### src/rtl/exe_muldiv_unit_pkg.sv
// Shared encodings for the EXE-stage multiply/divide unit.
// Operation codes and FSM state encodings.
package exe_muldiv_unit_pkg;

  typedef enum logic [1:0] {
    MULDIV_OP_MULT  = 2'b00,
    MULDIV_OP_MULTU = 2'b01,
    MULDIV_OP_DIV   = 2'b10,
    MULDIV_OP_DIVU  = 2'b11
  } muldiv_op_e;

  typedef enum logic [1:0] {
    ST_IDLE = 2'd0,
    ST_MUL  = 2'd1,
    ST_DIV  = 2'd2,
    ST_DONE = 2'd3
  } muldiv_st_e;

endpackage

### src/rtl/exe_muldiv_unit_div_radix2_core.sv
// Iterative radix-2 restoring divider on unsigned operands.
// rem_o/quo_o are the values after the current step.
module div_radix2_core #(
  parameter int WIDTH = 32
) (
  input  logic             clk,
  input  logic             resetn,
  input  logic             load_i,
  input  logic             step_i,
  input  logic [WIDTH-1:0] dvd_i,
  input  logic [WIDTH-1:0] dvs_i,
  output logic [WIDTH-1:0] rem_o,
  output logic [WIDTH-1:0] quo_o
);

  logic [WIDTH-1:0] rem_q, quo_q, dvs_q;
  logic [WIDTH-1:0] rem_d, quo_d;
  logic [WIDTH:0]   diff;

  // quo_q shifts dividend bits out the top and quotient bits in the bottom
  always_comb begin
    diff = {rem_q, quo_q[WIDTH-1]} - {1'b0, dvs_q};
    if (!diff[WIDTH]) begin
      rem_d = diff[WIDTH-1:0];
      quo_d = {quo_q[WIDTH-2:0], 1'b1};
    end else begin
      rem_d = {rem_q[WIDTH-2:0], quo_q[WIDTH-1]};
      quo_d = {quo_q[WIDTH-2:0], 1'b0};
    end
  end

  always_ff @(posedge clk or negedge resetn) begin
    if (!resetn) begin
      rem_q <= '0;
      quo_q <= '0;
      dvs_q <= '0;
    end else if (load_i) begin
      rem_q <= '0;
      quo_q <= dvd_i;
      dvs_q <= dvs_i;
    end else if (step_i) begin
      rem_q <= rem_d;
      quo_q <= quo_d;
    end
  end

  assign rem_o = rem_d;
  assign quo_o = quo_d;

endmodule

### src/rtl/exe_muldiv_unit.sv
// EXE-stage multi-cycle multiply/divide unit returning {hi,lo}.
// Holds the pipeline via stall until the one-cycle done pulse.
module exe_muldiv_unit
  import exe_muldiv_unit_pkg::*;
#(
  parameter int WIDTH   = 32,
  parameter int MUL_LAT = 2
) (
  input  logic               clk,
  input  logic               resetn,
  input  logic               flush,
  input  logic               start,
  input  logic [1:0]         op,
  input  logic [WIDTH-1:0]   srca,
  input  logic [WIDTH-1:0]   srcb,
  output logic               stall,
  output logic               done,
  output logic [2*WIDTH-1:0] result
);

  localparam int CW = $clog2(WIDTH + 2);
  localparam int W2 = 2 * WIDTH;

  muldiv_st_e       state_q, state_d;
  logic [CW-1:0]    cnt_q, cnt_d;
  logic [WIDTH-1:0] opa_q, opb_q;
  logic             dsgn_q;
  logic [W2-1:0]    result_q, result_d;

  logic             accept;
  logic             msgn;
  logic [W2-1:0]    a_x, b_x, prod, mul_tail;
  logic             core_load, core_step;
  logic [WIDTH-1:0] abs_a, abs_b;
  logic [WIDTH-1:0] rem_n, quo_n, rem_f, quo_f;
  logic             neg_q, neg_r;
  logic [W2-1:0]    div_res;

  assign accept = start & ~flush & (state_q == ST_IDLE);

  assign msgn = (op == MULDIV_OP_MULT);
  assign a_x  = {{WIDTH{msgn & srca[WIDTH-1]}}, srca};
  assign b_x  = {{WIDTH{msgn & srcb[WIDTH-1]}}, srcb};
  assign prod = a_x * b_x;

  // Product is captured at accept; the last stage is result_q itself
  generate
    if (MUL_LAT > 1) begin : g_pipe
      logic [W2-1:0] pipe_q [MUL_LAT-1];
      always_ff @(posedge clk or negedge resetn) begin
        if (!resetn) begin
          for (int i = 0; i < MUL_LAT-1; i++) pipe_q[i] <= '0;
        end else begin
          if (accept) pipe_q[0] <= prod;
          for (int i = 1; i < MUL_LAT-1; i++) pipe_q[i] <= pipe_q[i-1];
        end
      end
      assign mul_tail = pipe_q[MUL_LAT-2];
    end else begin : g_nopipe
      assign mul_tail = prod;
    end
  endgenerate

  always_ff @(posedge clk or negedge resetn) begin
    if (!resetn) begin
      opa_q  <= '0;
      opb_q  <= '0;
      dsgn_q <= 1'b0;
    end else if (accept) begin
      opa_q  <= srca;
      opb_q  <= srcb;
      dsgn_q <= (op == MULDIV_OP_DIV);
    end
  end

  assign core_load = (state_q == ST_DIV) && (cnt_q == '0);
  assign core_step = (state_q == ST_DIV) && (cnt_q != '0);

  assign abs_a = (dsgn_q & opa_q[WIDTH-1]) ? -opa_q : opa_q;
  assign abs_b = (dsgn_q & opb_q[WIDTH-1]) ? -opb_q : opb_q;

  div_radix2_core #(
    .WIDTH(WIDTH)
  ) u_div (
    .clk   (clk),
    .resetn(resetn),
    .load_i(core_load),
    .step_i(core_step),
    .dvd_i (abs_a),
    .dvs_i (abs_b),
    .rem_o (rem_n),
    .quo_o (quo_n)
  );

  assign neg_q   = dsgn_q & (opa_q[WIDTH-1] ^ opb_q[WIDTH-1]);
  assign neg_r   = dsgn_q & opa_q[WIDTH-1];
  assign quo_f   = neg_q ? -quo_n : quo_n;
  assign rem_f   = neg_r ? -rem_n : rem_n;
  // Zero divisor: all-ones quotient, dividend passed through as remainder
  assign div_res = (opb_q == '0) ? {opa_q, {WIDTH{1'b1}}}
                                 : {rem_f, quo_f};

  always_ff @(posedge clk or negedge resetn) begin
    if (!resetn) begin
      state_q  <= ST_IDLE;
      cnt_q    <= '0;
      result_q <= '0;
    end else begin
      state_q  <= state_d;
      cnt_q    <= cnt_d;
      result_q <= result_d;
    end
  end

  always_comb begin
    state_d  = state_q;
    cnt_d    = cnt_q;
    result_d = result_q;
    unique case (state_q)
      ST_IDLE: begin
        if (accept) begin
          cnt_d = '0;
          if (op[1]) begin
            state_d = ST_DIV;
          end else if (MUL_LAT == 1) begin
            state_d  = ST_DONE;
            result_d = mul_tail;
          end else begin
            state_d = ST_MUL;
          end
        end
      end
      ST_MUL: begin
        if (cnt_q == CW'(MUL_LAT - 2)) begin
          state_d  = ST_DONE;
          cnt_d    = '0;
          result_d = mul_tail;
        end else begin
          cnt_d = cnt_q + CW'(1);
        end
      end
      ST_DIV: begin
        if (cnt_q == CW'(WIDTH)) begin
          state_d  = ST_DONE;
          cnt_d    = '0;
          result_d = div_res;
        end else begin
          cnt_d = cnt_q + CW'(1);
        end
      end
      ST_DONE: state_d = ST_IDLE;
      default: state_d = ST_IDLE;
    endcase
    if (flush) begin
      state_d  = ST_IDLE;
      cnt_d    = '0;
      result_d = result_q;
    end
  end

  assign stall  = (start & (state_q == ST_IDLE))
                | (state_q == ST_MUL)
                | (state_q == ST_DIV);
  assign done   = (state_q == ST_DONE);
  assign result = result_q;

endmodule

### config.mk
export PLATFORM = sky130hd
export DESIGN_NAME = exe_muldiv_unit
export DESIGN_NICKNAME = d
export VERILOG_FILES = /design/src/rtl/exe_muldiv_unit_pkg.sv /design/src/rtl/exe_muldiv_unit_div_radix2_core.sv /design/src/rtl/exe_muldiv_unit.sv
export SDC_FILE = /design/constraint.sdc
export NUM_CORES = 2
export LEC_CHECK = 0
export ABC_AREA = 1
export BUFFER_PORTS_ARGS = -buffer_cell sky130_fd_sc_hd__buf_4
export CAP_MARGIN = 20
export CORE_MARGIN = 2
export CORE_UTILIZATION = 60
export CTS_CLUSTER_SIZE = 24
export DETAILED_ROUTE_END_ITERATION = 10
export GPL_TIMING_DRIVEN = 0
export PLACE_DENSITY = 0.77
export SLEW_MARGIN = 25
export SYNTH_ARGS = -nofsm -noshare
export SYNTH_HDL_FRONTEND = slang
export SYNTH_SLANG_ARGS = --single-unit
export TNS_END_PERCENT = 50
### constraint.sdc
create_clock -name clk -period 9.4 [get_ports clk]
set_clock_uncertainty 0.1 [all_clocks]
set_input_delay 1.41 -clock clk [delete_from_list [all_inputs] [get_ports clk]]
set_output_delay 1.41 -clock clk [all_outputs]
set_load 0.05 [all_outputs]
==> results.md <==
* Routed vias/inst at 5.74
* Slack of the critical path at -25.6 ps
* Synth top area cells: fa_1, nand2_1, dfrtp_1, inv_1, ha_1
* FMAX at 0.106 GHz
* Synth Cell Area at 0.0577 mm²
* Crit-path max FO at 10
* Rows at 113
* RSZ-0062 raised after global routing: true
* CP Class: in2reg
* Worst hold stages at 2
* Final Wtd Congestion at 1.05
* Final-report max-slew violation count at 0
* Drt first-iter violations at 5,847
* Initial antenna violation count at 18
* Max cap viols at 0
* Footprint of the multi-input gates at 0.0418 mm²
* Class of the worst hold path: reg2reg
* Fill count at 8,548
* Worst Hold Path EP: g_pipe.pipe_q[3]$_DFFE_PN0P_
* Detail Placement HPWL at 180,000 µm
* Final setup viols at 1
* Layout cell share with drive strength beyond 1 at 0.0678
* Die area at 0.0987 mm²
* Worst slack at placement at -1990 ps
* Final ANT Viol Nets at 0
* Worst hold slack at 383 ps
* Placed cell count at 8,779
* Detailed-route via count at 50.9k
* Fin crit period at 9430 ps
* Total GRT Usage at 0.442
* Clk_lat worst skew at 620 ps
* CTS tree: built
* Reg2reg end: result[28]$_DFFE_PN0P_
* Status: finished, violations left
* Clk sinks at 297
* DRT Pass-1 Iters at 8
* Vias in the first global route at 51.2k
* Max Root-Sink Buffers at 3
* Wire per inst at 24.3 µm
* CTS Root Cell: clkbuf_16
* Area Overhead vs Synth at 6.54%
* DRC viols at 0
* CTS buffer count at 29
* Post-Layout Cell Count at 8,859
* Post-synth top area share at 0.391
* Die Y at 314 µm
* Endpoint class of the critical path: flop
* Synthesized net count at 8,888
* WL met2 at 92,200 µm
* Final wirelength at 215,000 µm
* Syn_area_per_cell at 7.76 µm²
* Gr ovfl total at 0
* Critical R2R Launch: u_div.quo_q[31]$_DFFE_PN0P_
* Worst-Margin Slew at 1100 ps
* Initial Util at 0.606
* R2R Setup Slk at 4390 ps
* Reg area at 0.00743 mm²
* Worst setup SP type: primary input
* Die width at 314 µm
* Clk slew on worst S/H paths at 70 ps
* EDFF count, synth at 0
* Synth async-reset ratio at 1.00
* Register area share after synthesis at 0.129
* Dominant cell type by area after synthesis: fa_1
* Largest net degree at the start of global routing at 99
* Synth Register Bits at 297
* Synth Flop Type: dfrtp_1
* Post-Route M1 WL at 75,200 µm
* HP Start: g_pipe.pipe_q[3]$_DFFE_PN0P_
* Rel. slew slack at 0.265
* I/O pins at 136
* First-pass GRT wire length at 318,000 µm
* Total core area at 0.0952 mm²
* Worst EP arrival at 9870 ps
* Synth warn at 0
* Hold buffer count at cts at 0
* Final period util at 1.00
* IO buf count at 71
* Finished Core Util at 0.646
* Cell count after synthesis at 7,438
* Critical Path RT at 9850 ps
* Final hold violation count at 0
* Nets at 9,009
* Distinct cell type count after synthesis at 58
* Routed wl met3 at 27,200 µm
* H-tree depth at 1
* R2R cell count at 27
* Max Used Layer: met5
* Violated checks: negative setup slack
==> metal layers <==
layer	up-vias	track usage
met1	24700	0.547
met5	-	0
met3	853	0.117
met2	3365	0.665
met4	12	0.338
li1	21900	-
==> cells by family (layout without fill, tap and decap cells) <==
logic type,count (synthesis),in the layout,share of synthesized area
AOI/OAI and AO/OA,655,655,0.0661
xor gates and xnor gates,119,119,0.0181
adders and majority gates,1380,1380,0.446
buffers and inverters,2277,2419,0.150
DFF,297,297,0.129
muxes,1,1,0.000195
other,0,14,0
and+or+nand+nor,2709,2709,0.191
==> synth_stat cells (all sizes together), types with 33 or more instances <==
library cell,n
a21oi,208
a31oi,33
clkbuf,345
dfrtp,297
fa,1126
ha,254
inv,1907
nand2,2033
nand3,189
nor2,340
nor3,43
o21ai,255
o221ai,43
or2,55
xnor2,41
xor2,78
==> worst max path at each step <==
stage | start | endpoint | slack (ps) | depth (start not counted)
6_report | srcb[29] | g_pipe.pipe_q[58]$_DFFE_PN0P_ | -30 | 28
5_1_grt | op[0] | g_pipe.pipe_q[58]$_DFFE_PN0P_ | -100 | 35
4_1_cts | srcb[15] | g_pipe.pipe_q[52]$_DFFE_PN0P_ | -20 | 28
3_5_place_dp | srcb[31] | g_pipe.pipe_q[58]$_DFFE_PN0P_ | -1990 | 31
3_3_place_gp | srcb[31] | g_pipe.pipe_q[58]$_DFFE_PN0P_ | -2000 | 31
2_1_floorplan | srca[31] | g_pipe.pipe_q[54]$_DFFE_PN0P_ | 700 | 28
==> cells in the final DEF (no fill, tap or decap), types with 43 or more instances in the layout <==
| cell | instances |
|---|---|
| nand2_1 | 1986 |
| nor2_1 | 313 |
| buf_4 | 88 |
| ha_1 | 251 |
| o21ai_0 | 242 |
| nand3_1 | 181 |
| a21oi_1 | 192 |
| or2_2 | 55 |
| fa_1 | 1118 |
| xor2_1 | 78 |
| clkbuf_2 | 141 |
| clkbuf_1 | 175 |
| inv_1 | 1896 |
| dfrtp_1 | 297 |
| o221ai_1 | 43 |
==> flip-flops by register name (all words and copies together) (netlist names) <==
register       cells
g_pipe.pipe_q     64
result            64
opa_q             32
opb_q             32
u_div.dvs_q       32
u_div.quo_q       32
u_div.rem_q       32
cnt_q              6
state_q            2
dsgn_q             1
==> critical path, cell delays in order <==
cell,delay (ps)
clkbuf_1,750
clkbuf_2,610
nand2_1,140
fa_1,500
fa_1,550
inv_1,60
fa_1,520
fa_1,570
inv_1,60
fa_1,510
fa_1,460
fa_1,450
fa_1,680
inv_1,90
ha_2,410
nand2_1,200
nor2_1,190
inv_1,150
nor4_2,340
nand3_1,170
nand3_4,190
nand3_1,90
o211ai_1,180
nand3_1,120
o211ai_1,120
or2_2,140
nand3_1,80
nand2_1,90
==> what timing repair did <==
action | CTS | global route
cloned | 0 | 0
buffers inserted | 5 | 9
gates resized for setup | 124 | 208
pin swaps | 1 | 2
setup endpoints to repair | 33 | 26
==> stage by stage <==
stage / TNS [ps] / area, µm²
5_1_grt: -201 / 61400
4_1_cts: -16.9 / 61200
3_5_place_dp: -43270 / 59900
2_1_floorplan: 0 / 57700
3_3_place_gp: -42890 / 59800
6_report: -25.6 / 61500
==> area by class of cell <==
class | instances | share of cell area
flip-flops and latches | 297 | 0.121
multi-input cells | 4864 | 0.679
diodes | 14 | 0.000570
plain buffers | 368 | 0.0281
clock buffers | 37 | 0.0129
repair buffers | 90 | 0.0124
well taps | 1265 | 0.0257
inverters | 1909 | 0.117
clock inverters | 15 | 0.00295
Power is not shown: default switching activity piles up to over one toggle a cycle in this logic, so the estimate is an artifact.
